## config.mk

```make
export PLATFORM = sky130hd
export DESIGN_NAME = spi_slave_io
export DESIGN_NICKNAME = d
export VERILOG_FILES = /design/src/rtl/spi_slave_io_pkg.sv /design/src/rtl/spi_in_sync.sv /design/src/rtl/spi_slave_io.sv
export SDC_FILE = /design/constraint.sdc
export NUM_CORES = 1
export LEC_CHECK = 0
export CAP_MARGIN = 20
export CORE_MARGIN = 2
export CORE_UTILIZATION = 55
export CTS_BUF_LIST = sky130_fd_sc_hd__clkbuf_8
export CTS_CLUSTER_SIZE = 10
export DETAILED_ROUTE_END_ITERATION = 16
export GPL_ROUTABILITY_DRIVEN = 0
export PLACE_DENSITY = 0.81
export REMOVE_ABC_BUFFERS = 1
export SYNTH_ARGS = -nofsm -noshare
export SYNTH_HDL_FRONTEND = slang
export SYNTH_HIERARCHICAL = 1
export SYNTH_SLANG_ARGS = --single-unit
```

## constraint.sdc

```tcl
create_clock -name i_clk -period 1.6 [get_ports i_clk]
set_input_delay 0.32 -clock i_clk [delete_from_list [all_inputs] [get_ports i_clk]]
set_output_delay 0.32 -clock i_clk [all_outputs]
set_load 0.02 [all_outputs]
```

## src/rtl/spi_slave_io_pkg.sv

```systemverilog
// ============================================================================
// spi_slave_io_pkg : shared constants for the SPI slave i/o bridge
// Revision: 1.0
// ============================================================================
`default_nettype none

package spi_slave_io_pkg;
    localparam int unsigned BIT_CNT_W           = 3;
    localparam int unsigned SYNC_STAGES_DEFAULT = 2;
    localparam logic [7:0]  IDLE_BYTE_DEFAULT   = 8'h00;
endpackage

`default_nettype wire

```

## src/rtl/spi_in_sync.sv

```systemverilog
// ============================================================================
// spi_in_sync : N-stage input synchronizer with rise/fall edge pulses
// Revision: 1.0
// ============================================================================
`default_nettype none

module spi_in_sync #(
    parameter int unsigned STAGES    = 2,
    parameter logic        RESET_VAL = 1'b0
) (
    input  logic clk,
    input  logic rst_n,
    input  logic d,
    output logic q,
    output logic rise,
    output logic fall
);

    logic [STAGES-1:0] chain;
    logic              prev;

    always_ff @(posedge clk or negedge rst_n) begin
        if (!rst_n) begin
            chain <= {STAGES{RESET_VAL}};
            prev  <= RESET_VAL;
        end else begin
            chain <= {chain[STAGES-2:0], d};
            prev  <= chain[STAGES-1];
        end
    end

    assign q    = chain[STAGES-1];
    assign rise = q & ~prev;
    assign fall = ~q & prev;

endmodule

`default_nettype wire

```

## src/rtl/spi_slave_io.sv

```systemverilog
// ============================================================================
// spi_slave_io : mode-0 byte SPI slave bridged to a register-style i/o port
// Revision: 1.0
// ============================================================================
`default_nettype none

module spi_slave_io
    import spi_slave_io_pkg::*;
#(
    parameter int unsigned SYNC_STAGES = SYNC_STAGES_DEFAULT,
    parameter logic [7:0]  IDLE_BYTE   = IDLE_BYTE_DEFAULT
) (
    input  logic       i_clk,
    input  logic       i_rst_n,
    input  logic       i_cs,
    input  logic [7:0] i_data,
    output logic [7:0] o_data,
    input  logic       i_we,
    input  logic       i_re,
    output logic       o_rx_error,
    output logic       o_rx_ready,
    output logic       o_tx_error,
    output logic       o_tx_ready,
    input  logic       i_spi_sck,
    input  logic       i_spi_cs_l,
    input  logic       i_spi_mosi,
    output logic       o_spi_miso
);

    logic sck_unused, sck_rise, sck_fall;
    logic cs_q, cs_rise, cs_fall;
    logic [SYNC_STAGES-1:0] mosi_sync;
    logic mosi_s;

    spi_in_sync #(.STAGES(SYNC_STAGES), .RESET_VAL(1'b0)) u_sck_sync (
        .clk(i_clk), .rst_n(i_rst_n), .d(i_spi_sck),
        .q(sck_unused), .rise(sck_rise), .fall(sck_fall)
    );

    spi_in_sync #(.STAGES(SYNC_STAGES), .RESET_VAL(1'b1)) u_cs_sync (
        .clk(i_clk), .rst_n(i_rst_n), .d(i_spi_cs_l),
        .q(cs_q), .rise(cs_rise), .fall(cs_fall)
    );

    always_ff @(posedge i_clk or negedge i_rst_n) begin
        if (!i_rst_n) mosi_sync <= '0;
        else          mosi_sync <= {mosi_sync[SYNC_STAGES-2:0], i_spi_mosi};
    end
    assign mosi_s = mosi_sync[SYNC_STAGES-1];

    logic [BIT_CNT_W-1:0] bit_cnt;
    logic [7:0] rx_shift, tx_shift, tx_hold;
    logic tx_pending;
    logic rd_ack, wr_req, byte_done, boundary;

    assign rd_ack    = i_cs & i_re;
    assign wr_req    = i_cs & i_we;
    assign byte_done = ~cs_q & sck_rise & (&bit_cnt);
    // A byte slot begins at frame start and right after every completed byte.
    assign boundary  = cs_fall | byte_done;

    always_ff @(posedge i_clk or negedge i_rst_n) begin
        if (!i_rst_n) begin
            bit_cnt    <= '0;
            rx_shift   <= '0;
            tx_shift   <= '0;
            tx_hold    <= '0;
            tx_pending <= 1'b0;
            o_data     <= '0;
            o_rx_ready <= 1'b0;
            o_rx_error <= 1'b0;
            o_tx_error <= 1'b0;
        end else begin
            if (cs_q || cs_rise) begin
                bit_cnt  <= '0;
                rx_shift <= '0;
            end else if (sck_rise) begin
                rx_shift <= {rx_shift[6:0], mosi_s};
                bit_cnt  <= bit_cnt + 1'b1;
            end

            if (byte_done) begin
                o_data     <= {rx_shift[6:0], mosi_s};
                o_rx_ready <= 1'b1;
            end else if (rd_ack) begin
                o_rx_ready <= 1'b0;
            end

            if (rd_ack)
                o_rx_error <= 1'b0;
            else if (byte_done && o_rx_ready)
                o_rx_error <= 1'b1;

            if (boundary)
                tx_shift <= tx_pending ? tx_hold : IDLE_BYTE;
            else if (sck_fall && !cs_q && bit_cnt != '0)
                tx_shift <= {tx_shift[6:0], 1'b0};

            // Load-clear comes first so a write accepted this cycle survives it.
            if (boundary)
                tx_pending <= 1'b0;
            if (wr_req) begin
                if (!tx_pending) begin
                    tx_hold    <= i_data;
                    tx_pending <= 1'b1;
                    o_tx_error <= 1'b0;
                end else begin
                    o_tx_error <= 1'b1;
                end
            end
        end
    end

    assign o_tx_ready = ~tx_pending;
    assign o_spi_miso = tx_shift[7];

endmodule

`default_nettype wire

```

==> metrics.txt <==
WHS=0.3504 ns; Starting Density=57.48%; die area=3976 um2; largest net degree at the start of global routing=23; Detail Placement HPWL=around 2.3 mm; Crit path depth=5; setup TNS after final layout=0 ns; post-synth top area share=56.10%; DR WL/cell=13.94 um; CTS sink cnt=46; Total GRT Usage=18.12%; slew at the pin closest to its max-slew limit=between 0.4 and 0.5 ns; Worst setup SP type=register; Yosys top cell by area=dfrtp_1; Bufs and invs on worst path=1; most frequent cell on the critical path=ha_1; Slew Limit Fails=0; final wirelength=3.109 mm; WS Path Type=reg -> reg; pwr dens=987.0 nW/um2; status=finished clean; worst hold-check path type=reg -> reg; minimum clock period=approximately 1.5 ns; Synth Instances=about 140; CTS H-tree depth=2; antenna cells=0; Worst-path clk slew=0.07 ns; number of flops mapped to enable cells by yosys=0; die width=around 63 um; Initial DRC Count=17; CP cell instances=ha_1, ha_1, nand3b_1, buf_12, mux2_4; Core Util, Final=71.09%; initial antenna violation count=0; Die Y=between 60 and 70 um; FFs w/ async S/R, synth=100.0%; most frequent cells after synthesis=dfrtp_1 (43), mux2i_1 (16), nor2_1 (11); max incr delay on CP=around 0.4 ns; CTS Buf Count=5; share of cells above drive strength 1=between 20% and 30%; Routed Antenna Nets=0; vias in the first global route=1196; Final Worst Setup Slack=between 0.08 and 0.09 ns; Avg Cell Area, Syn=approximately 14 um2; Synth Warn #=6; Layout Skew=between 0.005 and 0.006 ns; Pleak=1.300 nW; Setup Viol. Count Final=0; grt ovf=0; critical path peak fanout=8; most frequent cell after synthesis=dfrtp_1; row count=21; Seq/Total Area, Yosys=60.21%; core box area=about 3300 um2; Port Buffers=28; Distinct cells, synth=27; Max clock buf depth=2; Slew headroom=69.46%; delay-heaviest family, CP=flip-flops; Critical Path AT=1.69 ns; Via density=5.206; worst skew pair latency=0.30 ns; setup slack after placement=0.04295 ns; CP Capture Type=register; final-report hold violation count=0; first-pass GRT wire length=between 5 and 6 mm; 1st-pass router iterations=4; largest cells by area after synthesis=dfrtp_1 (56%), mux2i_1 (8.3%), mux2_4 (6.3%), mux2_2 (4.7%), dfstp_2 (4.1%); CP max-delay cell=dfrtp_1; synth-to-layout area growth=23.68%; Critical Path RT=1.78 ns; CTS tree=built; prevailing post-synth register cell=dfrtp_1; I/O pin cnt=29; hold-critical path depth=0; via count=1161; Max-Cap Viols=0; RSZ-0062 raised after global routing=false; Peak Freq=662.2 MHz; IR drop worst, VDD=approximately 0.66 mV; DRC=0; period utilisation layout=94.39%; Tot Pwr=2.341 mW; clock root cell=clkbuf_8; Final nets=196; R2R cell count=5; cell area after synthesis=1918 um2; FF+latch count, synth=46
==> final timing paths <==
path	start	to	slack, ns
worst max-delay path	bit_cnt[1]$_DFFE_PN0P_	o_data[0]$_DFFE_PN0P_	0.09
worst min-delay path	mosi_sync[0]$_DFF_PN0_	mosi_sync[1]$_DFF_PN0_	0.35
worst max register to register	bit_cnt[1]$_DFFE_PN0P_	o_data[0]$_DFFE_PN0P_	0.09
worst min register to register	mosi_sync[0]$_DFF_PN0_	mosi_sync[1]$_DFF_PN0_	0.35
max in group asynchronous	i_rst_n	u_cs_sync/prev$_DFF_PN1_	0.51
min in group asynchronous	i_rst_n	o_data[7]$_DFFE_PN0P_	0.50
==> cell usage in the layout, fill, tap and decap left out, types with 2 or more instances in the layout <==
master	synthesis	routed
dlymetal6s2s_1	0	8
nand2b_1	2	2
mux2i_1	16	16
and2b_2	2	2
nand3_1	7	7
clkdlybuf4s50_1	0	14
mux2_4	8	8
dlygate4sd2_1	0	5
ha_1	3	3
o21ai_2	2	2
inv_1	3	5
buf_4	1	7
dfstp_2	3	3
nand2_1	6	6
nor2_1	11	11
dfrtp_1	43	43
clkbuf_8	0	5
nand3b_1	2	2
o21ai_1	7	7
buf_12	1	2
nor2b_1	2	2
mux2_2	8	8
==> final cells by class <==
| class | instances | area, um2 |
|---|---|---|
| sequential | 46 | 1155 |
| fill | 250 | 964.7 |
| multi-input combinational | 82 | 671.9 |
| timing repair buffer | 38 | 391.6 |
| clock buffer | 5 | 68.82 |
| tap | 46 | 57.56 |
| inverter | 4 | 20.02 |
| clock inverter | 2 | 7.507 |
==> routing by layer <==
layer	share of wire, %	GRT usage, %	up-vias
met1	44	22.38	574
met3	5.0	7.143	12
met2	47	26.60	29
met4	4.0	11.39	0
met5	0	0	-
li1	-	-	546
==> cells by family (layout without fill, tap and decap cells) <==
group	after synthesis	count (layout)	synth area share, %
flops	46	46	60.21
simple gates	35	35	9.915
mux	32	32	19.31
compound gates	11	11	3.392
buf+inv	11	49	4.762
fa+ha+maj	3	3	1.957
xor+xnor	1	1	0.4567
==> sequential cells by signal (all words and copies together) (netlist names) <==
register	flops
bit_cnt	3
mosi_sync	2
o_data	8
o_rx_error	1
o_rx_ready	1
o_tx_error	1
rx_shift	7
tx_hold	8
tx_pending	1
tx_shift	8
u_cs_sync/chain	2
u_cs_sync/prev	1
u_sck_sync/chain	2
u_sck_sync/prev	1
==> worst register-to-register path: cells and delay by family (launching register included) <==
kind	cells	cell delay (ns)
buf+inv	1	0.17
mux	1	0.31
flops	1	0.40
simple gates	1	0.17
fa+ha+maj	2	0.36
==> where the power goes <==
part           switching, mW  internal (mW)  total [mW]
clock                  0.354          0.288       0.642
sequential            0.0766           1.29        1.37
combinational          0.154          0.176       0.330
total                  0.584           1.76        2.34
==> repair_timing <==
action	CTS	global route
resized for setup	5	8
hold endpoints to repair	18	0
endpoints found under the setup margin	5	22
hold buffers	1	0
buffers inserted	0	1
cloned	0	0
==> per-stage QoR <==
stage | std cells | instance area, um2
6_report | 223 | 2372
2_1_floorplan | 132 | 1847
3_5_place_dp | 214 | 2265
4_1_cts | 222 | 2345
3_3_place_gp | 214 | 2265
5_1_grt | 223 | 2372
(Power assumes the default switching activity.)
